`config.mk`:
```
export PLATFORM = sky130hd
export DESIGN_NAME = seven_seg_scanner
export DESIGN_NICKNAME = d
export VERILOG_FILES = /design/src/rtl/seven_seg_scanner.sv
export SDC_FILE = /design/constraint.sdc
export NUM_CORES = 1
export LEC_CHECK = 0
export CORE_ASPECT_RATIO = 1.75
export CORE_MARGIN = 3
export CORE_UTILIZATION = 57
export DETAILED_ROUTE_END_ITERATION = 16
export DONT_BUFFER_PORTS = 1
export GPL_TIMING_DRIVEN = 0
export PLACE_DENSITY = 0.75
export SLEW_MARGIN = 20
export SYNTH_ARGS = -nofsm -noshare
export SYNTH_HDL_FRONTEND = slang
export SYNTH_SLANG_ARGS = --single-unit
```
`constraint.sdc`:
```
create_clock -name clk -period 2.8 [get_ports clk]
set_clock_uncertainty 0.05 [all_clocks]
set_input_delay 0.56 -clock clk [delete_from_list [all_inputs] [get_ports clk]]
set_output_delay 0.56 -clock clk [all_outputs]
set_load 0.02 [all_outputs]
```
`src/rtl/seven_seg_scanner.sv`:
```
// rtl/seven_seg_scanner.sv - time-multiplexed hex digit scanner with dead-time, frame-boundary commit and leading-zero blanking

module seven_seg_scanner #(
    parameter int NUM_DIGITS     = 4,
    parameter int REFRESH_CYCLES = 50000,
    parameter int DEAD_CYCLES    = 500
) (
    input  logic                    clk,
    input  logic                    rst_n,
    input  logic                    load,
    input  logic [4*NUM_DIGITS-1:0] value,
    input  logic                    lz_blank,
    output logic                    w,
    output logic                    x,
    output logic                    y,
    output logic                    z,
    output logic [NUM_DIGITS-1:0]   digit_en_n,
    output logic                    updated
);

    localparam int CNT_W = $clog2(REFRESH_CYCLES);
    localparam int IDX_W = $clog2(NUM_DIGITS);
    localparam int VAL_W = 4 * NUM_DIGITS;

    localparam logic [CNT_W-1:0] CNT_LAST = CNT_W'(REFRESH_CYCLES - 1);
    localparam logic [CNT_W-1:0] DEAD_END = CNT_W'(DEAD_CYCLES);
    localparam logic [IDX_W-1:0] IDX_LAST = IDX_W'(NUM_DIGITS - 1);

    logic [CNT_W-1:0]      cnt, cnt_nx;
    logic [IDX_W-1:0]      idx, idx_nx;
    logic [VAL_W-1:0]      disp, disp_nx;
    logic [VAL_W-1:0]      pend, pend_nx;
    logic                  pend_valid, pend_valid_nx;
    logic [3:0]            nibble, nibble_nx;
    logic [NUM_DIGITS-1:0] en_n, en_n_nx;
    logic                  updated_q, updated_nx;
    logic [NUM_DIGITS-1:0] blank_nx;
    logic                  slot_end, frame_end, zeros_above;

    // Outputs are derived from next-state values so they line up with cnt/idx.
    always_comb begin
        slot_end      = (cnt == CNT_LAST);
        frame_end     = slot_end && (idx == IDX_LAST);
        cnt_nx        = slot_end ? '0 : cnt + 1'b1;
        idx_nx        = idx;
        if (slot_end) begin
            idx_nx = (idx == IDX_LAST) ? '0 : idx + 1'b1;
        end

        disp_nx       = disp;
        pend_nx       = pend;
        pend_valid_nx = pend_valid;
        updated_nx    = 1'b0;
        if (frame_end && load) begin
            disp_nx       = value;
            pend_valid_nx = 1'b0;
            updated_nx    = 1'b1;
        end else if (frame_end && pend_valid) begin
            disp_nx       = pend;
            pend_valid_nx = 1'b0;
            updated_nx    = 1'b1;
        end else if (load) begin
            pend_nx       = value;
            pend_valid_nx = 1'b1;
        end

        // A digit is blank when it and every more significant nibble are zero.
        zeros_above = 1'b1;
        blank_nx    = '0;
        for (int k = NUM_DIGITS - 1; k >= 1; k--) begin
            zeros_above = zeros_above && (disp_nx[4*k +: 4] == 4'h0);
            blank_nx[k] = lz_blank && zeros_above;
        end

        nibble_nx = disp_nx[4*int'(idx_nx) +: 4];
        en_n_nx   = '1;
        if ((cnt_nx >= DEAD_END) && !blank_nx[idx_nx]) begin
            en_n_nx[idx_nx] = 1'b0;
        end
    end

    always_ff @(posedge clk or negedge rst_n) begin
        if (!rst_n) begin
            cnt        <= '0;
            idx        <= '0;
            disp       <= '0;
            pend       <= '0;
            pend_valid <= 1'b0;
            nibble     <= 4'h0;
            en_n       <= '1;
            updated_q  <= 1'b0;
        end else begin
            cnt        <= cnt_nx;
            idx        <= idx_nx;
            disp       <= disp_nx;
            pend       <= pend_nx;
            pend_valid <= pend_valid_nx;
            nibble     <= nibble_nx;
            en_n       <= en_n_nx;
            updated_q  <= updated_nx;
        end
    end

    assign {w, x, y, z} = nibble;
    assign digit_en_n   = en_n;
    assign updated      = updated_q;

endmodule

```
==> reports/metrics.yaml, run 1 <==
run_status:
  status: "finished, violations left"
  violations: "negative setup slack"
yosys:
  syn-cell-area_um2: 3090
  synth.largest_area_cell: "dfrtp_1"
  synth_enable_flop_cells: 0
  synthDistinctLibCells: 53
  async_flop_share: 1.00
  ys_seq_area_frac: 0.488
  synth_top_area_share: 0.454
  ys_ff_latch: 60
  synth.area.top_cells: "dfrtp_1 (45%), mux2_2 (5.8%), nor2_1 (5.1%)"
  syn_inst: 311
  avgSynthCellArea_um2: 9.93
  syn_nets: 333
  ys_warn_count: 0
  ys.flop_type: "dfrtp_1"
floorplan:
  die_w_um: 61.6
  io_pins: 29
  die_h_um: 103
  start_util: 0.605
  core_area_um2: 5100
  num_rows: 34
  die_area_um2: 6370
routing:
  num_vias: 2620
  wl_per_cell_um: 19.3
  dr_wl_met2_um: 4360
  vias_per_cell: 6.31
  routed_wl_um: 8010
  drc: 0
  drt_iter0_drc: 201
  met1_length_um: 2780
  met3_length_um: 477
  top_layer: "met4"
  ant_nets: 0
  first_pass_iters: 5
setup_path:
  rr_startpoint: "cnt[12]"
  crit_fanout: 7
  crit_type: "register to register"
  startpoint_type: "register"
  critPathCapture: "digit_en_n[3]"
  crit_required_ns: 3.03
  critPathMaxStageDelay_ns: 0.63
  slowest_stage: "or4b_4"
  worstPathBufferInverterCount: 1
  crit_path_end_kind: "register"
  arrival_ns: 3.07
  r2r_setup_slack_ns: -0.03
  startpoint: "cnt[12]"
  r2r_cells: 9
  cp_cell_sequence: "or4b_4 -> or4_4 -> buf_8 -> nor2_4 -> a21oi_2 -> o21bai_2 -> nand3_2 -> a211o_1 -> nand2_1"
  worstSetupPathDepth: 9
  timing.rr.end: "digit_en_n[3]"
  crit_family: "simple AND/OR/NAND/NOR gates"
clock_tree:
  clk_pin_slew_ns: 0.07
  clkSinkCount: 60
  tritoncts: "done"
  cts_buffer_depth: 2
  root_buffer: "clkbuf_8"
  cts_buffers: 9
  clock_latency_ns: 0.34
  htreeDepth: 3
global_routing:
  gr-usage-all-layers: 0.264
  antenna_found_initial: 0
  grt_pass1_wl_um: 12100
  grt_max_degree: 57
  grt_pass1_vias: 2510
  grt_overflow: 0
sta:
  fmax_mhz: 353
  setup_slack_ns: -0.0322
  finalMaxSlewViolations: 0
  rsz0062_at_grt: "yes"
  worst_pin_slew_ns: 0.673
  period_minus_slack_ns: 2.83
  max_slew_margin: 0.551
  finalHoldViolCount: 0
  period_share: 1.01
  setup_viol: 3
final_layout:
  n_fill_cell: 338
  fin_cells: 415
  syn2layout_area_growth_pct: 24.9
  nets: 378
  diodes: 0
  drive_gt1_frac: 0.343
hold_path:
  hold_class: "primary input to asynchronous set/reset pin"
placement:
  dpl.cell_count: 365
  gp_congestion: 0.862
  hpwlAfterDp_um: 4720
  io_buffer_count: 0
pwr:
  total_power_mw: 1.81
  power_density_nw_per_um2: 470
  leakage_nw: 1.74
  peakVddDrop_v: 0.000394
flow_run:
  maxCapViolations: 0
kinds of logic (layout without fill, tap and decap cells):
group	count (synthesis)	in the layout	synth area share
simple gates	126	127	0.221
flops	60	60	0.488
compound gates	59	59	0.124
buf+inv	29	78	0.0442
mux	20	20	0.0713
xor+xnor	15	15	0.0426
fa+ha+maj	2	2	0.00811
stage by stage:
stage	cell area (µm²)	setup TNS [ns]	hold slack [ns]	setup WS, ns	utilization
after global routing	3860	-1.44	0.0266	-0.186	0.755
final	3860	-0.0847	0.0213	-0.0322	0.755
after CTS	3700	-0.134	0.0293	-0.0548	0.724
after global placement	3170	-5.52	0.216	-0.421	0.620
after floorplan	3100	0	0.214	0.00325	-
after detailed placement	3170	-5.99	0.216	-0.491	0.620
cell usage after synthesis (all sizes together), types with 8 or more instances:
cell type  number
inv            12
nor2           43
xor2            8
dfrtp          56
o21ai          11
a21oi          13
buf             8
clkbuf          9
nand3          21
nand2          24
mux2           16
o22ai           8
where the power goes:
group	switching [mW]	internal, mW
combinational	0.0395	0.0339
sequential	0.0175	0.892
clock	0.335	0.494
registers in the layout (all words and copies together) (netlist names):
register and cells:
idx 2, pend_valid 1, nibble 4, pend 16
cnt 16, disp 16, updated 1, digit_en_n 4
worst min-delay path by stage:
stage | depth (start not counted) | slack, ns | to
after floorplan | 0 | 0.21 | cnt[0]
after global placement | 0 | 0.22 | cnt[5]
after detailed placement | 0 | 0.22 | cnt[5]
after CTS | 1 | 0.03 | pend[8]
after global routing | 1 | 0.03 | cnt[5]
final | 1 | 0.02 | disp[6]
area by class of cell:
| class | count | area (µm²) | share of cell area |
|---|---|---|---|
| Tap cell | 54 | 67.6 | 0.0175 |
| Buffer | 11 | 87.6 | 0.0227 |
| Inverter | 12 | 45.0 | 0.0117 |
| Multi-Input combinational cell | 223 | 1600 | 0.415 |
| Clock buffer | 10 | 128 | 0.0331 |
| Clock inverter | 6 | 80.1 | 0.0208 |
| Timing Repair Buffer | 39 | 335 | 0.0870 |
| Sequential cell | 60 | 1510 | 0.392 |
metal layers:
layer | global-route usage | vias up
met2 | 0.444 | 103
li1 | - | 1195
met3 | 0.0696 | 35
met4 | 0.149 | 0
met5 | 0 | -
met1 | 0.290 | 1287
worst register-to-register path, delay by kind of cell, from the launching register on:
kind	cells	cell delay, ns
simple gates	5	1.52
compound gates	3	0.62
flops	1	0.40
buf+inv	1	0.18
cell usage in the layout (no fill, tap or decap), types with 5 or more instances in the layout:
cell,n
a21oi_1,8
a21oi_2,5
a32oi_1,7
buf_4,34
clkbuf_1,5
clkbuf_8,10
dfrtp_1,51
dfrtp_2,5
inv_1,11
mux2_2,16
nand2_1,20
nand3_1,17
nor2_1,35
nor3_1,5
nor3b_1,5
o21ai_0,5
o21ai_1,6
o22ai_1,8
xnor2_1,7
xor2_1,8
repair_timing:
item	4_1_cts	5_1_grt
hold endpoints to repair	56	0
buffers inserted	22	15
gates cloned	2	0
endpoints found under the setup margin	24	19
hold buffers	2	0
gates resized for setup	28	28
pin swaps	12	21
Power figures use the tool's default switching activity.
==> run 2: changes to the inputs <==
Settings changed: CTS_CLUSTER_DIAMETER set to 60, SETUP_SLACK_MARGIN set to 0.15.
==> reports/metrics.yaml, run 2 (same netlist as run 1, synthesis figures left out) <==
run_status:
  status: "finished, violations left"
  violations: "negative setup slack"
final_layout:
  fin_cells: 411
  postLayoutCellArea_um2: 3820
  n_fill_cell: 352
  biggestRegsByFlops: "cnt: 16 flops, disp: 16 flops, pend: 16 flops"
  syn2layout_area_growth_pct: 23.9
  final_common_cell: "dfrtp_1"
  post-route-util: 0.749
  drive_gt1_frac: 0.325
  nets: 374
  final_cell_mix: "dfrtp_1 (54), nor2_1 (35), buf_4 (28)"
  diodes: 0
global_routing:
  grt_pass1_wl_um: 12100
  gr-usage-all-layers: 0.260
  antenna_found_initial: 0
  grt_max_degree: 57
  grt_pass1_vias: 2590
  grt_overflow: 0
floorplan:
  num_rows: 34
  io_pins: 29
  start_util: 0.605
  die_h_um: 103
  core_area_um2: 5100
  die_w_um: 61.6
  die_area_um2: 6370
sta:
  finalHoldViolCount: 0
  rsz0062_at_grt: "yes"
  period_minus_slack_ns: 2.98
  fmax_mhz: 335
  worst_pin_slew_ns: 0.778
  setup_viol: 18
  setup_slack_ns: -0.184
  max_slew_margin: 0.480
  hold_ws_ns: 0.0245
  finalMaxSlewViolations: 0
  period_share: 1.07
clock_tree:
  clock_latency_ns: 0.35
  tritoncts: "done"
  cts_buffer_depth: 2
  clk_pin_slew_ns: 0.07
  root_buffer: "clkbuf_8"
  cts_buffers: 9
  clkSinkCount: 60
  htreeDepth: 3
pwr:
  power_density_nw_per_um2: 462
  leakage_nw: 1.71
  total_power_mw: 1.76
  peakVddDrop_v: 0.000558
routing:
  wl_per_cell_um: 19.2
  drt_iter0_drc: 145
  vias_per_cell: 6.30
  routed_wl_um: 7880
  first_pass_iters: 4
  drc: 0
  ant_nets: 0
  num_vias: 2588
setup_path:
  crit_required_ns: 2.97
  r2r_setup_slack_ns: -0.18
  timing.rr.end: "nibble[3]"
  startpoint_type: "register"
  arrival_ns: 3.15
  crit_fanout: 8
  r2r_cells: 12
  crit_type: "register to register"
  crit_path_end_kind: "register"
  rr_startpoint: "cnt[11]"
placement:
  gp_congestion: 0.889
  hpwlAfterDp_um: 4790
  placed_area_um2: 3220
  dpl.cell_count: 365
  io_buffer_count: 0
flow_run:
  maxCapViolations: 0
hold_path:
  hold_class: "primary input to asynchronous set/reset pin"
==> run 2: cell types whose count changed in the layout (fill, tap and decap cells not counted), sizes merged <==
cell	before	now
buf	43	40
clkinvlp	0	2
bufinv	2	1
clkbuf	16	15
clkinv	4	3
inv	12	13
or4	3	2
==> run 2: worst max-delay path by stage <==
stage / depth (start not counted) / slack (ns) / end / startpoint
after detailed placement: 10 / -0.33 / digit_en_n[1] / cnt[0]
after floorplan: 11 / 0.06 / digit_en_n[2] / cnt[11]
after global placement: 10 / -0.30 / digit_en_n[1] / cnt[0]
after CTS: 12 / -0.1 / digit_en_n[1] / cnt[12]
after global routing: 12 / -0.30 / nibble[3] / cnt[7]
final: 12 / -0.18 / nibble[3] / cnt[11]
==> run 2: repair_timing <==
| action | in CTS | in global routing |
|---|---|---|
| setup buffers | 21 | 7 |
| hold buffers | 2 | 0 |
| hold endpoints to repair | 56 | 0 |
| gates cloned | 0 | 0 |
| setup endpoints to repair | 28 | 31 |
| pin swaps | 18 | 16 |
| resized for setup | 23 | 21 |
==> run 2: critical path, stage by stage (launching register included) <==
cell and delay [ns]:
dfrtp_1 0.39, buf_8 0.12, or4b_4 0.57, or4_4 0.55, buf_8 0.16, buf_8 0.14, buf_4 0.16, nor2_2 0.11
a21oi_1 0.08, nor2_1 0.17, o21ai_1 0.11, o211ai_1 0.12, o21ai_1 0.12
==> run 2: power breakdown <==
part | total [mW] | switching (mW) | internal (mW)
sequential | 0.908 | 0.0163 | 0.892
clock | 0.784 | 0.370 | 0.414
combinational | 0.0727 | 0.0393 | 0.0335
total | 1.76 | 0.425 | 1.34
==> run 2: area by class of cell <==
class	instances	area [µm²]	share of cell area
clock buffers	9	124	0.0324
inverters	12	45.0	0.0118
flip-flops and latches	60	1510	0.395
repair buffers	30	251	0.0658
plain buffers	17	154	0.0402
multi-input cells	222	1600	0.418
clock inverters	7	76.3	0.0200
well taps	54	67.6	0.0177
==> run 2: per-stage QoR <==
stage               setup WS [ns]  setup TNS, ns
finish                     -0.184          -1.02
CTS                       -0.0999         -0.531
global placement           -0.300          -2.17
detailed placement         -0.328          -2.68
floorplan                  0.0592              0
global route               -0.304          -2.46
==> run 2: per-layer routing <==
metal	up-vias	track usage	routed length (µm)
met5	-	0	0
met4	0	0.132	247
met3	20	0.0634	332
met2	67	0.458	4550
met1	1306	0.276	2750
li1	1195	-	-
